===== config.mk =====
export PLATFORM = sky130hd
export DESIGN_NAME = fpu_rr_arbiter
export DESIGN_NICKNAME = d
export VERILOG_FILES = /design/src/rtl/fpu_rr_arbiter.sv
export SDC_FILE = /design/constraint.sdc
export NUM_CORES = 1
export LEC_CHECK = 0
export BUFFER_PORTS_ARGS = -buffer_cell sky130_fd_sc_hd__buf_2
export CAP_MARGIN = 30
export CORE_AREA = 5 5 162 164
export DETAILED_ROUTE_END_ITERATION = 8
export DIE_AREA = 0 0 167 169
export GPL_TIMING_DRIVEN = 1
export PLACE_DENSITY = 0.45
export SYNTH_ARGS = -nofsm -noshare
export SYNTH_HDL_FRONTEND = slang
export SYNTH_SLANG_ARGS = --single-unit

===== constraint.sdc =====
create_clock -name clk_i -period 4.5 [get_ports clk_i]
set_clock_uncertainty 0.15 [all_clocks]
set_input_delay 0.9 -clock clk_i [delete_from_list [all_inputs] [get_ports clk_i]]
set_output_delay 0.9 -clock clk_i [all_outputs]
set_load 0.005 [all_outputs]

===== src/rtl/fpu_rr_arbiter.sv =====
`default_nettype none
// ============================================================================
// fpu_rr_arbiter: two-port round-robin arbiter sharing one in-order FPU.
// Macro FPU_ARB_STATS_EN adds per-port accept counters. Revision: 1.0
// ============================================================================
module fpu_rr_arbiter #(
  parameter int DEPTH = 4
) (
  input  logic                  clk_i,
  input  logic                  rst_ni,
  input  logic [1:0]            req_i,
  output logic [1:0]            gnt_o,
  input  logic [1:0][2:0][31:0] operands_i,
  input  logic [1:0][5:0]       op_i,
  input  logic [1:0][10:0]      flags_i,
  output logic [1:0]            rvalid_o,
  output logic [31:0]           rdata_o,
  output logic [4:0]            rflags_o,
  input  logic                  flush_i,
  output logic                  flush_done_o,
  output logic                  err_o,
  output logic                  fpu_req_o,
  input  logic                  fpu_gnt_i,
  output logic [95:0]           fpu_operands_o,
  output logic [5:0]            fpu_op_o,
  output logic [10:0]           fpu_flags_o,
  input  logic                  fpu_rvalid_i,
  input  logic [31:0]           fpu_rdata_i,
  input  logic [4:0]            fpu_rflags_i
`ifdef FPU_ARB_STATS_EN
  ,
  output logic [31:0]           acc_cnt0_o,
  output logic [31:0]           acc_cnt1_o
`endif
);

  localparam int PTR_W = $clog2(DEPTH);
  localparam int CNT_W = PTR_W + 1;
  localparam logic [CNT_W-1:0] DEPTH_CNT = CNT_W'(DEPTH);

  typedef enum logic [0:0] {
    RUN   = 1'b0,
    DRAIN = 1'b1
  } state_t;

  state_t           state_q, state_d;
  logic [DEPTH-1:0] tag_q;
  logic [PTR_W-1:0] wr_ptr_q, rd_ptr_q;
  logic [CNT_W-1:0] cnt_q, cnt_d;
  logic             last_q;
  logic             err_q;

  logic       full, empty;
  logic [1:0] eligible;
  logic       sel;
  logic       push, pop;
  logic       head;

  assign full  = (cnt_q == DEPTH_CNT);
  assign empty = (cnt_q == '0);

  // Reset is folded in so the combinational grant path is quiet while held.
  assign eligible = (rst_ni && (state_q == RUN) && !full) ? req_i : 2'b00;

  always_comb begin
    sel = 1'b0;
    case (eligible)
      2'b01:   sel = 1'b0;
      2'b10:   sel = 1'b1;
      2'b11:   sel = ~last_q;
      default: sel = 1'b0;
    endcase
  end

  assign fpu_req_o      = |eligible;
  assign fpu_operands_o = operands_i[sel];
  assign fpu_op_o       = op_i[sel];
  assign fpu_flags_o    = flags_i[sel];

  always_comb begin
    gnt_o      = 2'b00;
    gnt_o[sel] = fpu_gnt_i & eligible[sel];
  end

  assign push = fpu_req_o & fpu_gnt_i;
  assign pop  = fpu_rvalid_i & ~empty;
  assign head = tag_q[rd_ptr_q];

  always_comb begin
    rvalid_o       = 2'b00;
    rvalid_o[head] = pop;
  end

  assign rdata_o  = fpu_rdata_i;
  assign rflags_o = fpu_rflags_i;
  assign err_o    = err_q;

  assign cnt_d = cnt_q + CNT_W'(push) - CNT_W'(pop);

  // Owner-tag FIFO and round-robin pointer
  always_ff @(posedge clk_i or negedge rst_ni) begin
    if (!rst_ni) begin
      tag_q    <= '0;
      wr_ptr_q <= '0;
      rd_ptr_q <= '0;
      cnt_q    <= '0;
      last_q   <= 1'b1;
      err_q    <= 1'b0;
    end else begin
      if (push) begin
        tag_q[wr_ptr_q] <= sel;
        wr_ptr_q        <= wr_ptr_q + PTR_W'(1);
        last_q          <= sel;
      end
      if (pop) begin
        rd_ptr_q <= rd_ptr_q + PTR_W'(1);
      end
      if (fpu_rvalid_i && empty) begin
        err_q <= 1'b1;
      end
      cnt_q <= cnt_d;
    end
  end

  always_ff @(posedge clk_i or negedge rst_ni) begin
    if (!rst_ni) begin
      state_q <= RUN;
    end else begin
      state_q <= state_d;
    end
  end

  // DRAIN always lasts at least one cycle, even when nothing is in flight.
  always_comb begin
    state_d      = state_q;
    flush_done_o = 1'b0;
    case (state_q)
      RUN: begin
        if (flush_i) begin
          state_d = DRAIN;
        end
      end
      DRAIN: begin
        if (cnt_d == '0) begin
          state_d      = RUN;
          flush_done_o = 1'b1;
        end
      end
      default: begin
        state_d = RUN;
      end
    endcase
  end

`ifdef FPU_ARB_STATS_EN
  logic [31:0] acc_cnt0_q, acc_cnt1_q;

  always_ff @(posedge clk_i or negedge rst_ni) begin
    if (!rst_ni) begin
      acc_cnt0_q <= '0;
      acc_cnt1_q <= '0;
    end else if (push) begin
      if (sel) begin
        acc_cnt1_q <= acc_cnt1_q + 32'd1;
      end else begin
        acc_cnt0_q <= acc_cnt0_q + 32'd1;
      end
    end
  end

  assign acc_cnt0_o = acc_cnt0_q;
  assign acc_cnt1_o = acc_cnt1_q;
`endif

endmodule
`default_nettype wire


---- Word level (Yosys, flattened, before mapping) ----
Index checks and enable logic that the tools add are counted.
operators by class
  $add $sub $neg .......................... 4
  $lt $le $gt $ge ......................... 7
  equal/unequal tests ..................... 3
  muxes and demuxes ....................... 24
  bitwise logic cells ..................... 8
  reductions and logical operators ........ 10
operator list
  operator             count
  $mux 96              2
  $mux 11              2
  $mux 6               2
  $mux 1               10
  $logic_and 1x1->1    6
  $logic_not 3->1      2
  $lt 2x3->1 const B   2
  $add 2x1->2 const B  2
  $and 2x2->2          2
  $bwmux 4             1
  $eq 2x2->1 const B   2
  $lt 1x2->1 const B   2
  $pmux 1 s2           2
  $add 3x1->3          1
  $and 1x1->1          3
  $eq 3x3->1 const B   1
  $not 1->1            3
  $sub 3x1->3          1
  $bmux 1 s2           1
  $demux 1 s1          2
  $demux 1 s2          1
  $ge 1x1->1 const B   2
  $ge 2x1->1 const B   1
  $mux 2               1
  other kinds (2)      2
word-level totals
  flip-flop bits (word level) ............. 14
  bits of input ports ..................... 270
  output and inout port bits .............. 157
  word-level logic and storage cells ...... 63

---- Logic depth before layout (Yosys ltp) ----
Gate-level depths: netlist of run 1.
  depth in word-level cells ............... 11
  gate-level depth with buffers ........... 10
  mapped depth without buffers ............ 9

---- Worst setup path before layout of run 1 ----
No wires, ideal clock.
  path kind ............................... input to output
  from .................................... input port fpu_gnt_i
  to ...................................... output port flush_done_o
  arrival ................................. 2.838 ns
  data required time ...................... 3.450 ns
  slack ................................... 0.612 ns
  cell stages on the path ................. 10
  cell sequence ........................... nand3b_1 or3_1 clkbuf_1 ha_1 inv_1 ha_1 fa_1 xor2_1 xnor2_1 nor2_1
on the way
  cells in the longest elaborated chain, start to end .. 6
RTL lines
  what             RTL line  text
  from (decl)      23        input logic fpu_gnt_i,
  $and 1x1->1      85        assign push = fpu_req_o & fpu_gnt_i;
  $add 3x1->3      98        assign cnt_d = cnt_q + CNT_W'(push) - CNT_W'(pop);
  $sub 3x1->3      98
  via cnt_d[2]     49        logic [CNT_W-1:0] cnt_q, cnt_d;
  $logic_not 3->1  144       if (cnt_d == '0) begin
  $mux 1           144
  $mux 1           137       case (state_q)
  to (decl)        20        output logic flush_done_o,
The timed path passes the listed nets, and every way through them passes these cells.

---- Worst setup path in the final report of run 1 ----
  from .................................... input port rst_ni
  to ...................................... output port flush_done_o
on the way
  cells in the longest elaborated chain, start to end .. 10
RTL lines
  what                            RTL line  text
  from (decl)                     10        input logic rst_ni,
  $logic_and 1x1->1 (2 in a row)  63        assign eligible = (rst_ni && (state_q == RUN) && !full) ? req_i : 2'b00;
  $mux 2                          63
  $reduce_or 2->1                 75        assign fpu_req_o = |eligible;
  $and 1x1->1                     85
  $add 3x1->3                     98
  $sub 3x1->3                     98
  via cnt_d[2]                    49
  $logic_not 3->1                 144
  $mux 1                          144
  $mux 1                          137
The timed path passes the listed nets, and every way through them passes these cells.

==> results of run 1 <==
area by class of cell:
class                      instances  area, µm²  share of cell area (%)
multi-input combinational        157       1963                   41.97
tap                              330      412.9                   8.828
clock buffer                       4      88.84                   1.899
sequential                        14      351.6                   7.517
timing repair buffer             358       1832                   39.17
inverter                           7      26.28                  0.5618
antenna                            1      2.502                 0.05350
cells in the final DEF (no fill, tap or decap), drive strengths merged:
cell type / count
clkbuf: 4
fa: 1
and2: 1
nand2: 3
buf: 358
mux4: 1
ha: 6
nand3b: 1
or4b: 1
xnor2: 3
nor3: 1
nor2b: 1
nor2: 5
a21o: 1
or3: 1
diode: 1
o22a: 1
nor3b: 1
xor2: 2
a21boi: 1
nor4b: 5
mux2: 118
dfrtp: 13
nor4bb: 1
dfstp: 1
o31a: 1
o31ai: 1
inv: 7
stage by stage:
step,setup WS (ns),instances
2_1_floorplan,0.6124,229
3_3_place_gp,0.3161,866
3_5_place_dp,0.2822,866
4_1_cts,0.2765,870
5_1_grt,0.1440,871
6_report,0.2910,871
final timing paths:
path                       slack (ns)  startpoint            to  cells past startpoint
max                              0.29      rst_ni  flush_done_o                     11
min                              0.32       err_o         err_o                      1
max reg2reg                      1.53     state_q       state_q                      9
min reg2reg                      0.32       err_o         err_o                      1
max in group asynchronous        3.51      rst_ni        last_q                      2
min in group asynchronous        0.45      rst_ni   wr_ptr_q[1]                      2
sequential cells by signal, indices dropped and copies added (netlist names):
name,cells
last_q,1
wr_ptr_q,2
state_q,1
tag_q,4
err_o,1
rd_ptr_q,2
cnt_q,3
power by group through the flow:
stage | registers (W) | logic, W | clock network [W]
after floorplan | 0.000240 | 0.000444 | 0
after global placement | 0.000258 | 0.000702 | 0
after detailed placement | 0.000261 | 0.000707 | 0
after CTS | 0.000260 | 0.000711 | 0.000189
after global routing | 0.000269 | 0.000766 | 0.000196
final | 0.000257 | 0.000693 | 0.000184
worst reg2reg max path, stage by stage (launching register included):
cell and delay, ns:
dfrtp_1 0.48, nand3b_1 0.32, or3_1 0.47, ha_1 0.32, inv_1 0.04, ha_1 0.18, fa_1 0.37, xor2_1 0.18
xnor2_1 0.24, o22a_1 0.18
synth_stat cells:
master / instances
or4b_2: 1
buf_2: 1
nand2_1: 3
xnor2_1: 3
nand3b_1: 1
nor2b_1: 1
nor2_1: 5
dfstp_2: 1
nor3_1: 1
clkbuf_1: 1
buf_12: 8
inv_1: 7
a21o_1: 1
or3_1: 1
o31ai_1: 1
a21boi_4: 1
xor2_1: 2
mux4_2: 1
nor3b_4: 1
o31a_1: 1
nor4bb_1: 1
mux2_4: 70
and2_1: 1
dfrtp_1: 13
buf_4: 41
nor4b_1: 5
mux2_2: 48
ha_1: 6
fa_1: 1
o22a_1: 1
cells by family (layout without fill, tap and decap cells):
| kind of cell | after synthesis | in the layout | share of synthesized area, % |
|---|---|---|---|
| mux | 119 | 119 | 57.59 |
| other cells | 0 | 1 | 0 |
| flops | 14 | 14 | 12.54 |
| fa+ha+maj | 7 | 7 | 3.393 |
| simple gates | 21 | 21 | 5.134 |
| compound gates | 5 | 5 | 1.831 |
| xor+xnor | 5 | 5 | 1.563 |
| buf+inv | 58 | 369 | 17.95 |
metal layers:
metal	vias to the layer above	share of wire, %
li1	1406	-
met1	1378	34
met2	256	47
met3	22	18
met4	14	0.79
met5	-	0.58
==> flow_metrics.tcl, run 1 <==
set metrics [dict create \
    status "completed" \
    gp_congestion 0.8358 \
    cts_buffers 3 \
    drive_gt1_share_pct 90.00 \
    route.detailed.drc 0 \
    syn_avg_cell_area_um2 12.24 \
    clk_latency_ns 0.24 \
    antenna_found_initial 11 \
    synthCells 229 \
    io_buffers 352 \
    fin_crit_sh_pct 93.53 \
    worst_ep_required_time_ns 3.45 \
    syn_area_um2 2803 \
    clk_pin_slew_ns 0.04 \
    hp-class "register to register" \
    h-tree-depth 1 \
    p_total_w 0.001134 \
    grt_max_degree 53 \
    netlist.area_leader.share_pct 37.50 \
    io_pins 427 \
    dpl_cell_area_um2 4586 \
    crit_family "adder cells" \
    vias 3076 \
    die_y_um 169 \
    die_area_um2 28220 \
    dr.pass1.iters 4 \
    coreArea_um2 24750 \
    hpwl_um 14980 \
    die_w_um 167 \
    worstPathArrival_ns 3.16 \
    viasPerCell 3.532 \
    period_needed_ns 4.209 \
    ys_ff_latch 14 \
    synth.net_count 506 \
    power.internal_w 0.0007295 \
    fmax_mhz 237.6 \
    path_cells "buf_2, nand3b_1, or3_1, ha_1, inv_1, ha_1, fa_1, xor2_1, xnor2_1, nor2_1, buf_2" \
    yosys.area.top_type "mux2_4" \
    max-cap-violations 0 \
    final_area_um2 4677 \
    finalMaxSlewViolations 0 \
    met3_usage_pct 8.244 \
    gr-usage-met1_pct 10.63 \
    cp-end-kind "primary output" \
    rows 58 \
    dr.first_iter.drc_count 50 \
    grtUsageTotal_pct 10.33 \
    cpMaxStageDelayCell "or3_1" \
    cts_tree "yes" \
    peakVddDrop_mv 0.2265 \
    hold_viol_final 0 \
    fin_setup_tns_ns 0 \
    yosysWarningCount 0 \
    seq_power_share_pct 22.7 \
    grt_remaining_overflow 0 \
    p_leak_nw 2.472 \
    cts_max_path_buffers 2 \
    final_core_util_pct 18.90 \
    cts_sinks 14 \
    use_met2_pct 17.17 \
    area_growth_pct 66.88 \
    cts_resized 0 \
    worst_slew_pin_slew_ns 0.4778 \
    slew-limit-headroom_pct 68.11 \
    hold_buffers 0 \
    ys_types 30 \
    drt_wl_total_um 16060 \
    antenna_left 0 \
    cp_max_fo 7 \
    switching_share_pct 35.66 \
    switching_power_w 0.0004043 \
    fill_cells 2810 \
    synth_area_leaders "mux2_4, mux2_2, dfrtp_1" \
    wl_per_cell_um 18.44 \
    nets 818 \
    worstSetupPathType "input pin to primary output" \
    start_util_pct 11.33 \
    cts_root_buffer "clkbuf_16" \
    cts_setup_buffers 0 \
    power.density_nw_per_um2 242.4 \
    grt_pass1_wl_um 21690 \
    finalSetupViolations 0 \
    first_global_vias 3212 \
    synth-seq-area-share_pct 12.54 \
    slowest_delay_ns 0.46 \
    rsz0062_at_grt "no" \
    p_comb_share_pct 61.1 \
    clockPowerShare_pct 16.3 \
    path_buf_inv 3 \
    hold_slack_ns 0.3234 \
    cp-start-kind "input pin" \
    grt-busiest-layer "met2" \
]
Note: power is estimated with default switching activity, not from simulation.
==> run 2, diff against run 1 <==
==> config.mk (replaced) <==
export PLATFORM = sky130hd
export DESIGN_NAME = fpu_rr_arbiter
export DESIGN_NICKNAME = d
export VERILOG_FILES = /design/src/rtl/fpu_rr_arbiter.sv
export SDC_FILE = /design/constraint.sdc
export NUM_CORES = 1
export LEC_CHECK = 0
export ABC_AREA = 1
export BUFFER_PORTS_ARGS = -buffer_cell sky130_fd_sc_hd__buf_2
export CAP_MARGIN = 30
export CORE_AREA = 5 5 163 165
export DETAILED_ROUTE_END_ITERATION = 8
export DIE_AREA = 0 0 168 170
export GPL_TIMING_DRIVEN = 1
export MAX_ROUTING_LAYER = met4
export PLACE_DENSITY = 0.43
export SYNTH_ARGS = -nofsm -noshare
export SYNTH_HDL_FRONTEND = slang
export SYNTH_SLANG_ARGS = --single-unit
==> run 2 against run 1 <==
Net effect:
- synthesized cell count up 120%
- critical path type unchanged
- total power shrank 2.4%
- sequential share of layout area up 0.45 points
- setup slack better by 0.36 ns
- highest routed layer is now met4
- combinational power hardly changed
- via count is 27% higher
- synthesized area down 11%
==> flow_metrics.tcl, run 2 <==
set metrics [dict create \
    syn_avg_cell_area_um2 5.012 \
    io_pins 427 \
    antenna_left 0 \
    worst_ep_required_time_ns 3.45 \
    yosys.area.top_type "nand2_1" \
    synth.net_count 777 \
    whs_path_depth 1 \
    hp-class "register to register" \
    cts_setup_buffers 0 \
    fill_cells 2928 \
    synth_ff_type "dfrtp_1" \
    netlist.area_leader.share_pct 53.62 \
    clk_latency_ns 0.24 \
    dr.pass1.iters 4 \
    h-tree-depth 1 \
    clk_pin_slew_ns 0.05 \
    hold_buffers 0 \
    async_flop_share_pct 100.0 \
    coreArea_um2 24890 \
    r2r_cells 12 \
    first_global_vias 3874 \
    fmax_mhz 260.0 \
    gp_congestion 0.8128 \
    nets 1078 \
    route.detailed.drc 0 \
    grtUsageTotal_pct 8.328 \
    synth_area_leaders "nand2_1, dfrtp_1, buf_4" \
    drive_gt1_share_pct 46.00 \
    fin_crit_sh_pct 85.46 \
    peakVddDrop_mv 0.1367 \
    fin_setup_tns_ns 0 \
    cts_max_path_buffers 2 \
    cts_sinks 14 \
    synth_edf_count 0 \
    cp-start-kind "input pin" \
    cts_tree "yes" \
    final_core_util_pct 17.74 \
    rsz0062_at_grt "no" \
    path_cells "buf_2, inv_1, nor2_1, nand4_1, ha_1, inv_1, ha_1, fa_1, nor3_1, nand3_1, inv_1, buf_2" \
    die_area_um2 28560 \
    drt_wl_total_um 13140 \
    final_common_cell "nand2_1" \
    rr_endpoint "state_q" \
    synth.most_common_cell "nand2_1" \
    cpMaxStageDelayCell "fa_1" \
    grt_remaining_overflow 0 \
    largest_register_ffs 4 \
    die_w_um 168 \
    slew-limit-headroom_pct 60.61 \
    slowest_delay_ns 0.46 \
    finalSetupViolations 0 \
    cts_buffers 3 \
    cts_root_buffer "clkbuf_16" \
    min-delay-start "err_o" \
    rows 58 \
    status "completed" \
    max-cap-violations 0 \
    reg_top3 "tag_q: 4 flops, cnt_q: 3 flops" \
    viasPerCell 3.456 \
    grt_pass1_wl_um 19330 \
    vias 3905 \
    wl_per_cell_um 11.63 \
    cts_resized 0 \
    worst_slew_pin_slew_ns 0.5909 \
    synth-seq-area-share_pct 14.03 \
    regMostFlops "tag_q" \
    syn_area_um2 2506 \
    ys_ff_latch 14 \
    start_util_pct 10.07 \
    synthCells 500 \
    critPathMostFrequentCell "inv_1" \
    yosysWarningCount 0 \
    worstSetupPathType "input pin to primary output" \
    p_leak_nw 2.868 \
    power.density_nw_per_um2 250.7 \
    synth_common_cells "nand2_1, buf_4, inv_1" \
    hold_end "err_o" \
    r2r_slack_ns 2.00 \
    hpwl_um 11360 \
    area_growth_pct 76.19 \
    antenna_found_initial 0 \
    ys_types 23 \
    period_needed_ns 3.846 \
    final_cell_mix "nand2_1, buf_2, inv_1, dfrtp_1, nor2_1" \
    cp_max_fo 3 \
    io_buffers 352 \
    hold_viol_final 0 \
    dr.first_iter.drc_count 90 \
    grt_max_degree 63 \
    r2r_start "cnt_q[1]" \
    finalMaxSlewViolations 0 \
    die_y_um 170 \
    cp-end-kind "primary output" \
    worstPathArrival_ns 2.80 \
    n_antenna_cell 0 \
]
==> run 2: cell type report <==
cell class | instances | area, µm² | share of cell area [%]
Clock buffer | 4 | 88.84 | 2.012
Inverter | 25 | 95.09 | 2.154
Timing Repair Buffer | 358 | 1832 | 41.48
Tap cell | 330 | 412.9 | 9.351
Multi-Input combinational cell | 399 | 1635 | 37.04
Sequential cell | 14 | 351.6 | 7.963
==> run 2: layer usage <==
layer / part of all wire [%] / track usage (%) / wire length (µm) / vias up
met1: 36 / 8.904 / 4700 / 1550
met4: 1.4 / 1.517 / 186 / 0
met2: 51 / 15.48 / 6655 / 296
met5: 0 / - / 0 / -
met3: 12 / 2.346 / 1600 / 11
li1: - / - / - / 2048
==> run 2: how the worst max path moves through the flow <==
stage	startpoint	endpoint	slack, ns
after detailed placement	rst_ni	flush_done_o	0.67
final	rst_ni	flush_done_o	0.65
after global routing	rst_ni	flush_done_o	0.41
after CTS	rst_ni	flush_done_o	0.65
after floorplan	rst_ni	flush_done_o	0.74
after global placement	rst_ni	flush_done_o	0.68
==> run 2: logic make-up after synthesis <==
group                    share of synthesized area, %
flip-flops                                      14.03
buffers and inverters                           20.92
AND/OR/NAND/NOR                                 57.51
adder cells (fa/ha/maj)                         3.794
XOR/XNOR                                       0.6991
AO/OA/AOI/OAI                                   3.046
==> run 2: power breakdown <==
part,switching (W),internal [W]
logic,0.000374,0.000317
clock network,0.0000541,0.000135
registers,0.0000409,0.000186
==> run 2: metrics by stage <==
step | hold WS [ns] | worst slack, ns | area, µm² | total power [W] | std cells
5_1_grt | 0.3339 | 0.4053 | 4415 | 0.001235 | 1130
3_5_place_dp | 0.3148 | 0.6718 | 4327 | 0.0009329 | 1126
3_3_place_gp | 0.3235 | 0.6802 | 4327 | 0.0009355 | 1126
4_1_cts | 0.3259 | 0.6531 | 4415 | 0.001128 | 1130
6_report | 0.3195 | 0.6542 | 4415 | 0.001107 | 1130
2_1_floorplan | 0.3138 | 0.7385 | 2506 | 0.0006266 | 500
==> run 2: worst max-delay path: cells and delay by family <==
kind                       cells  cell delay, ns
adders and majority gates      3            0.94
buffers and inverters          5            0.31
and+or+nand+nor                4            0.63
==> run 3, diff against run 2 <==
==> config.mk (replaced) <==
export PLATFORM = sky130hd
export DESIGN_NAME = fpu_rr_arbiter
export DESIGN_NICKNAME = d
export VERILOG_FILES = /design/src/rtl/fpu_rr_arbiter.sv
export SDC_FILE = /design/constraint.sdc
export NUM_CORES = 1
export LEC_CHECK = 0
export ABC_AREA = 0
export BUFFER_PORTS_ARGS = -buffer_cell sky130_fd_sc_hd__buf_2
export CAP_MARGIN = 30
export CORE_AREA = 5 5 162 164
export DETAILED_ROUTE_END_ITERATION = 8
export DIE_AREA = 0 0 167 169
export GPL_TIMING_DRIVEN = 1
export MAX_ROUTING_LAYER = met4
export PLACE_DENSITY = 0.45
export SYNTH_ARGS = -nofsm -noshare
export SYNTH_HDL_FRONTEND = slang
export SYNTH_SLANG_ARGS = --single-unit
==> run 3 against run 2 <==
Net effect:
- setup slack got worse by 0.36 ns
- total power up 2.4%
- flip-flop and latch count did not move
- utilization is 1.2 points higher
- non-clock buffer count is the same
- critical path depth shrank 1
- via count is 22% lower
- wire length up 22%
- final area up 6.3%
==> flow_metrics.tcl, run 3 (synthesized netlist as in run 1, its figures left out) <==
set metrics [dict create \
    hpwl_um 14980 \
    area_growth_pct 67.50 \
    gp_congestion 0.8487 \
    cts_root_buffer "clkbuf_16" \
    period_needed_ns 4.208 \
    start_util_pct 11.33 \
    dr.pass1.iters 4 \
    grt_remaining_overflow 0 \
    viasPerCell 3.490 \
    fin_setup_tns_ns 0 \
    fmax_mhz 237.6 \
    rows 58 \
    largest_register_ffs 4 \
    slew-limit-headroom_pct 68.46 \
    hp-class "register to register" \
    io_buffers 352 \
    final_common_cell "buf_2" \
    die_y_um 169 \
    clk_latency_ns 0.24 \
    dr.first_iter.drc_count 48 \
    die_area_um2 28220 \
    grtUsageTotal_pct 10.62 \
    finalNonFillerCells 878 \
    drive_gt1_share_pct 90.00 \
    first_global_vias 3208 \
    cp-end-kind "primary output" \
    worst_slew_pin_slew_ns 0.4726 \
    grt_pass1_wl_um 21710 \
    hold_viol_final 0 \
    p_total_w 0.001134 \
    finalSetupViolations 0 \
    whs_path_depth 1 \
    cp-start-kind "input pin" \
    reg_top3 "tag_q: 4 flops, cnt_q: 3 flops" \
    cp_max_fo 7 \
    r2r_cells 9 \
    cts_sinks 14 \
    rsz0062_at_grt "no" \
    io_pins 427 \
    status "completed" \
    cts_max_path_buffers 2 \
    vias 3064 \
    antenna_left 0 \
    clk_pin_slew_ns 0.04 \
    peakVddDrop_mv 0.2264 \
    max-cap-violations 0 \
    p_leak_nw 2.472 \
    cts_setup_buffers 0 \
    hold_slack_ns 0.3244 \
    hold_buffers 0 \
    h-tree-depth 1 \
    worstSetupPathType "input pin to primary output" \
    dp.cells 866 \
    worstPathArrival_ns 3.16 \
    drt_wl_total_um 16070 \
    finalMaxSlewViolations 0 \
    wl_per_cell_um 18.30 \
    regMostFlops "tag_q" \
    worst_ep_required_time_ns 3.45 \
    antenna_found_initial 11 \
    power.density_nw_per_um2 241.5 \
    nets 818 \
    fin_crit_sh_pct 93.51 \
    route.detailed.drc 0 \
    final_cell_mix "buf_2, mux2_4, mux2_2, dfrtp_1, inv_1" \
    die_w_um 167 \
    coreArea_um2 24750 \
    grt_max_degree 53 \
    cts_resized 0 \
    cts_buffers 3 \
    cts_tree "yes" \
]
## run 3: changes by cell type in the layout (fill, tap and decap cells not counted), sizes merged, moves of 3 or more
cell	before	now
nand2	359	3
mux2	0	118
inv	24	7
diode	0	8
nand3	6	0
nor2	10	5
nor4b	0	5
o21ai	4	0
o21bai	4	0
xnor2	0	3
## run 3: power by group
part | switching (W) | internal, W | leakage, nW
combinational | 0.000289 | 0.000404 | 2.26
clock | 0.0000497 | 0.000134 | 0.0442
sequential | 0.0000661 | 0.000191 | 0.166
total | 0.000404 | 0.000729 | 2.47
## run 3: final cells by class
| type | instances | area [µm²] |
|---|---|---|
| fill | 2805 | 20050 |
| multi-input combinational | 157 | 1963 |
| timing repair buffer | 358 | 1832 |
| tap | 330 | 412.9 |
| sequential | 14 | 351.6 |
| clock buffer | 4 | 88.84 |
| inverter | 7 | 26.28 |
| antenna | 8 | 20.02 |
## run 3: final timing paths
path / startpoint / endpoint / slack, ns
max: rst_ni / flush_done_o / 0.29
max in group asynchronous: rst_ni / last_q / 3.51
min reg2reg: err_o / err_o / 0.32
max reg2reg: state_q / state_q / 1.55
min: err_o / err_o / 0.32
min in group asynchronous: rst_ni / wr_ptr_q[1] / 0.45
## run 3: metrics by stage
step           setup slack (ns)  area (µm²)  util, %
6_report                 0.2921        4695    18.97
5_1_grt                  0.1440        4695    18.97
4_1_cts                  0.2765        4674    18.89
3_5_place_dp             0.2822        4586    18.53
3_3_place_gp             0.3161        4586    18.53
2_1_floorplan            0.6124        2803        -
## run 3: per-layer routing
metal	track usage [%]	vias up	part of all wire, %
met5	-	-	0
met4	1.032	0	0.60
met3	7.964	8	18
met2	17.19	256	47
met1	10.77	1383	35
li1	-	1417	-
## run 3: worst max-delay path, cell delays in order
cell and delay [ns]:
buf_2 0.09, nand3b_1 0.18, or3_1 0.46, ha_1 0.32, inv_1 0.04, ha_1 0.18
fa_1 0.37, xor2_1 0.18, xnor2_1 0.24, nor2_1 0.08, buf_2 0.13
